$ cat config.mk
export PLATFORM = sky130hd
export DESIGN_NAME = spi_reg_ctrl
export DESIGN_NICKNAME = d
export VERILOG_FILES = /design/src/rtl/spi_reg_ctrl.sv
export SDC_FILE = /design/constraint.sdc
export NUM_CORES = 1
export LEC_CHECK = 0
export BUFFER_PORTS_ARGS = -buffer_cell sky130_fd_sc_hd__buf_2
export CAP_MARGIN = 20
export CELL_PAD_IN_SITES_DETAIL_PLACEMENT = 1
export CELL_PAD_IN_SITES_GLOBAL_PLACEMENT = 2
export CORE_MARGIN = 1.5
export CORE_UTILIZATION = 33
export CTS_BUF_LIST = sky130_fd_sc_hd__clkbuf_4 sky130_fd_sc_hd__clkbuf_8 sky130_fd_sc_hd__clkbuf_16
export CTS_CLUSTER_DIAMETER = 30
export DETAILED_ROUTE_END_ITERATION = 10
export GPL_TIMING_DRIVEN = 0
export PLACE_DENSITY = 0.81
export SETUP_SLACK_MARGIN = 0.15
export SYNTH_ARGS = -nofsm -noshare
export SYNTH_HDL_FRONTEND = slang
export SYNTH_SLANG_ARGS = --single-unit
export TNS_END_PERCENT = 50
$ cat constraint.sdc
create_clock -name clk -period 3.2 [get_ports clk]
set_clock_uncertainty 0.2 [all_clocks]
set_input_delay 0.16 -clock clk [delete_from_list [all_inputs] [get_ports clk]]
set_output_delay 0.16 -clock clk [all_outputs]
set_load 0.02 [all_outputs]
$ cat src/rtl/spi_reg_ctrl.sv
// Command sequencer between an SPI byte shifter and a 32x8 register file.
// Define SPI_REG_BURST_EN to let command bit 5 select burst auto-increment.
module spi_reg_ctrl #(
    parameter int ADDR_W = 5,
    parameter int DATA_W = 8
) (
    input  logic              clk,
    input  logic              rst,
    input  logic              cs_active,
    input  logic              rx_valid,
    input  logic [DATA_W-1:0] rx_data,
    output logic [DATA_W-1:0] tx_data,
    output logic              tx_load,
    output logic [ADDR_W-1:0] mem_addr,
    output logic [DATA_W-1:0] mem_wdata,
    output logic              mem_we,
    input  logic [DATA_W-1:0] mem_rdata,
    output logic              busy,
    output logic [5:0]        byte_cnt
);

    typedef enum logic [2:0] {
        IDLE,
        CMD,
        WR,
        RD,
        ERR
    } state_t;

    localparam logic [4:0] ADDR_MASK = 5'((32'd1 << ADDR_W) - 32'd1);

    state_t              state_q, state_d;
    logic [ADDR_W-1:0]   addr_q, addr_d;
    logic                burst_q, burst_d;
    logic                done_q, done_d;
    logic                pf_q, pf_d;
    logic                req_q, req_d;
    logic [DATA_W-1:0]   tx_data_q, tx_data_d;
    logic                tx_load_q, tx_load_d;
    logic [ADDR_W-1:0]   mem_addr_q, mem_addr_d;
    logic [DATA_W-1:0]   mem_wdata_q, mem_wdata_d;
    logic                mem_we_q, mem_we_d;
    logic                busy_q, busy_d;
    logic [5:0]          byte_cnt_q, byte_cnt_d;

    logic                count_byte;
    logic                cmd_ok;
    logic [ADDR_W-1:0]   next_addr;

    always_comb begin
        state_d     = state_q;
        addr_d      = addr_q;
        burst_d     = burst_q;
        done_d      = done_q;
        pf_d        = 1'b0;
        req_d       = req_q;
        tx_data_d   = tx_data_q;
        tx_load_d   = 1'b0;
        mem_addr_d  = mem_addr_q;
        mem_wdata_d = mem_wdata_q;
        mem_we_d    = 1'b0;
        byte_cnt_d  = byte_cnt_q;
        count_byte  = 1'b0;
        next_addr   = addr_q;
        cmd_ok      = (rx_data[6] == 1'b0) && ((rx_data[4:0] & ~ADDR_MASK) == 5'd0);

        // Chip-select release beats everything, including a byte arriving on the same edge.
        if (!cs_active) begin
            state_d = IDLE;
            req_d   = 1'b0;
        end else begin
            case (state_q)
                IDLE: begin
                    state_d    = CMD;
                    byte_cnt_d = '0;
                    done_d     = 1'b0;
                    req_d      = 1'b0;
                end
                CMD: begin
                    if (rx_valid) begin
                        addr_d = rx_data[ADDR_W-1:0];
                        done_d = 1'b0;
`ifdef SPI_REG_BURST_EN
                        burst_d = rx_data[5];
`else
                        burst_d = 1'b0;
`endif
                        if (!cmd_ok) begin
                            state_d = ERR;
                        end else if (rx_data[7]) begin
                            state_d = WR;
                        end else begin
                            state_d    = RD;
                            mem_addr_d = rx_data[ADDR_W-1:0];
                            pf_d       = 1'b1;
                        end
                    end
                end
                WR: begin
                    if (rx_valid) begin
                        count_byte = 1'b1;
                        if (!done_q) begin
                            mem_we_d    = 1'b1;
                            mem_addr_d  = addr_q;
                            mem_wdata_d = rx_data;
                            if (burst_q) begin
                                addr_d = addr_q + ADDR_W'(1);
                            end else begin
                                done_d = 1'b1;
                            end
                        end
                    end
                end
                RD: begin
                    count_byte = rx_valid;
                    if (pf_q) begin
                        tx_data_d = mem_rdata;
                        tx_load_d = 1'b1;
                    end
                    // A dummy byte landing on a prefetch cycle is held over to the next cycle.
                    if (rx_valid || req_q) begin
                        if (pf_q) begin
                            req_d = 1'b1;
                        end else begin
                            req_d      = 1'b0;
                            next_addr  = burst_q ? addr_q + ADDR_W'(1) : addr_q;
                            addr_d     = next_addr;
                            mem_addr_d = next_addr;
                            pf_d       = 1'b1;
                        end
                    end
                end
                ERR: begin
                    count_byte = rx_valid;
                end
                default: begin
                    state_d = IDLE;
                end
            endcase
        end

        if (count_byte && (byte_cnt_q != 6'd63)) begin
            byte_cnt_d = byte_cnt_q + 6'd1;
        end

        busy_d = (state_d != IDLE);
    end

    always_ff @(posedge clk) begin
        if (rst) begin
            state_q     <= IDLE;
            addr_q      <= '0;
            burst_q     <= 1'b0;
            done_q      <= 1'b0;
            pf_q        <= 1'b0;
            req_q       <= 1'b0;
            tx_data_q   <= '0;
            tx_load_q   <= 1'b0;
            mem_addr_q  <= '0;
            mem_wdata_q <= '0;
            mem_we_q    <= 1'b0;
            busy_q      <= 1'b0;
            byte_cnt_q  <= '0;
        end else begin
            state_q     <= state_d;
            addr_q      <= addr_d;
            burst_q     <= burst_d;
            done_q      <= done_d;
            pf_q        <= pf_d;
            req_q       <= req_d;
            tx_data_q   <= tx_data_d;
            tx_load_q   <= tx_load_d;
            mem_addr_q  <= mem_addr_d;
            mem_wdata_q <= mem_wdata_d;
            mem_we_q    <= mem_we_d;
            busy_q      <= busy_d;
            byte_cnt_q  <= byte_cnt_d;
        end
    end

    assign tx_data   = tx_data_q;
    assign tx_load   = tx_load_q;
    assign mem_addr  = mem_addr_q;
    assign mem_wdata = mem_wdata_q;
    assign mem_we    = mem_we_q;
    assign busy      = busy_q;
    assign byte_cnt  = byte_cnt_q;

endmodule
==> metrics.yaml <==
grt.overflow.total: 0
final_nets: 281
crit_buf_inv: 2
syn_area_um2: 1790
first_iter_violations: 56
worstPathRequired_ns: 3.23
wl_um: 4630
seqCellArea_um2: 821
max-cap-violations: 0
async_reset_ff_frac: 0
cts_max_level: 2
tightestPinTransition_ns: 0.844
multi_input_comb_area_um2: 886
grt_util_met2: 0.267
ys_ff_latch: 41
clockBufferDepth: 2
period_share: 0.681
vias: 1628
wl_per_cell_um: 14.0
n_antenna_cell: 0
cts_tree: "done"
use_met3: 0.0536
relSlewSlack: 0.437
critPathTopFamily: "compound AO/OA/AOI/OAI gates"
drcViolationCount: 0
die-area_um2: 5890
grt_pass1_wl_um: 7780
track_usage: 0.167
ios: 50
rsz0062_at_grt: "false"
num_rows: 26
grt_pass1_vias: 1587
path_clk_slew_ns: 0.08
yosys_warnings: 0
cts_resized: 0
ys_seq_area_frac: 0.457
final_antenna_net_count: 0
hold_path.class: "in -> reg"
routed_via_density: 4.92
fin_tns_setup_ns: 0
dieHeight_um: 76.7
gp_congestion: 0.728
cts_num_sinks: 41
crit_type: "in -> reg"
drive_gt1_frac: 0.257
cts_root_buf: "clkbuf_8"
cpPeakStageDelay_ns: 0.53
power_mw: 1.09
use_met1: 0.216
die_w_um: 76.7
yosysUniqueCellTypes: 39
min_period_ns: 2.18
drv_slew: 0
start_util: 0.347
fmax_ghz: 0.459
core_um2: 5170
top_usage_layer: "met2"
grt_max_degree: 15
crit_path_max_fanout: 10
first_pass_iters: 4
synth_flop_cell: "dfxtp_1"
postSynthAreaPerCell_um2: 9.49
power_density_nw_per_um2: 452
status: "finished, final reports clean"
syn2layout_area_growth_pct: 34.9
hpwl_um: 3130
setup_viol: 0
syn-num-nets: 210
port_buffers: 48
synth_edf_count: 0
max-vdd-ir-drop_uv: 183
cts_made_buffers: 5
fill_cells: 617
worstPathArrival_ns: 2.21
fin_util: 0.468
crit_chain: "dlygate4sd3_1 -> buf_2 -> nor4b_1 -> o2111ai_1 -> a21o_1 -> a21oi_1"
crit_path_start_kind: "input pin"
synthCells: 189
crit_slowest_cell: "dlygate4sd3_1"
grt_antenna_before_repair: 0
clock_latency_ns: 0.29
leakagePower_nw: 1.06
finalHoldViolCount: 0
end_kind: "register"
==> layout make-up <==
type | instances | area share
plain buffers | 11 | 0.0315
inverters | 3 | 0.00465
well taps | 70 | 0.0362
clock inverters | 3 | 0.0284
flip-flops and latches | 41 | 0.339
multi-input cells | 134 | 0.366
clock buffers | 5 | 0.0284
repair buffers | 64 | 0.165
==> worst register-to-register path, stage by stage (launching register included) <==
cell and delay (ns):
dfxtp_1 0.43, buf_2 0.25, nor2b_1 0.26, o2111ai_1 0.43, a21o_1 0.34, a21oi_1 0.14
==> cell usage in the layout, fill, tap and decap left out, types with 2 or more instances in the layout <==
master         instances
buf_2                 49
dfxtp_1               41
nor2_1                32
mux2i_1               26
dlygate4sd3_1         16
a21oi_1               10
nand3_1               10
nor2b_1                8
nor3_1                 6
o21ai_0                6
a21o_1                 6
clkbuf_8               5
clkbuf_1               4
buf_6                  3
inv_1                  3
nand2_1                2
buf_1                  2
nand2b_1               2
nor4_1                 2
nor3b_1                2
a2111oi_0              2
a211o_1                2
bufinv_16              2
==> power by group <==
group	leakage (nW)	switching (mW)	internal, mW
clock	0.0687	0.188	0.314
combinational	0.664	0.0407	0.0357
sequential	0.331	0.00179	0.514
total	1.06	0.230	0.863
==> final timing paths <==
kind                                  from                       end  slack, ns  cells past startpoint
hold / removal                   cs_active     state_q[2]$_SDFF_PP0_       0.06                      3
setup / recovery                rx_data[6]  mem_addr[3]$_SDFFE_PP0P_       1.02                      6
setup reg to reg     state_q[1]$_SDFF_PP0_  mem_addr[3]$_SDFFE_PP0P_       1.09                      5
hold reg to reg   mem_addr[4]$_SDFFE_PP0P_  mem_addr[4]$_SDFFE_PP0P_       0.26                      2
==> through the flow <==
| step | worst slack [ns] | cells | cell area [um2] | hold WS, ns |
|---|---|---|---|---|
| floorplan | 1.28 | 189 | 1790 | 0.104 |
| global placement | 1.18 | 307 | 2120 | 0.191 |
| detailed placement | 1.15 | 307 | 2120 | 0.216 |
| CTS | 1.02 | 331 | 2420 | 0.0548 |
| global route | 0.835 | 331 | 2420 | 0.0788 |
| finish | 1.02 | 331 | 2420 | 0.0613 |
==> sequential cells by signal, summed over array words and instances, names as in the netlist, 3 cells and up <==
name,flops
addr_q,5
byte_cnt,6
mem_addr,5
mem_wdata,8
state_q,3
tx_data,8
==> cells in the mapped netlist (all sizes together) (2+ instances only) <==
cell type / count / area share
a2111oi: 2 / 0.0098
a211o: 2 / 0.0098
a21o: 6 / 0.025
a21oi: 10 / 0.028
buf: 7 / 0.034
clkbuf: 4 / 0.0084
dfxtp: 41 / 0.46
inv: 3 / 0.0063
mux2i: 26 / 0.15
nand2: 2 / 0.0042
nand2b: 3 / 0.015
nand3: 10 / 0.028
nor2: 32 / 0.067
nor2b: 8 / 0.028
nor3: 8 / 0.031
nor3b: 2 / 0.0084
nor4: 2 / 0.0070
o21ai: 6 / 0.017
==> kinds of logic after synthesis <==
kind of cell	after synthesis	share of synthesized area
DFF	41	0.457
buffers and inverters	14	0.0488
and+or+nand+nor	73	0.216
adders and majority gates	1	0.00697
muxes	26	0.145
AOI/OAI and AO/OA	34	0.126
==> repair_timing <==
action,CTS,global route
hold buffers,16,0
setup buffers,0,0
endpoints found under the hold margin,21,0
==> routing by layer <==
metal	vias to the layer above	part of all wire
li1	809	-
met1	777	0.47
met2	39	0.48
met3	3	0.045
met4	0	0.0058
met5	-	0
No activity file was read; power rests on OpenSTA's default activity.
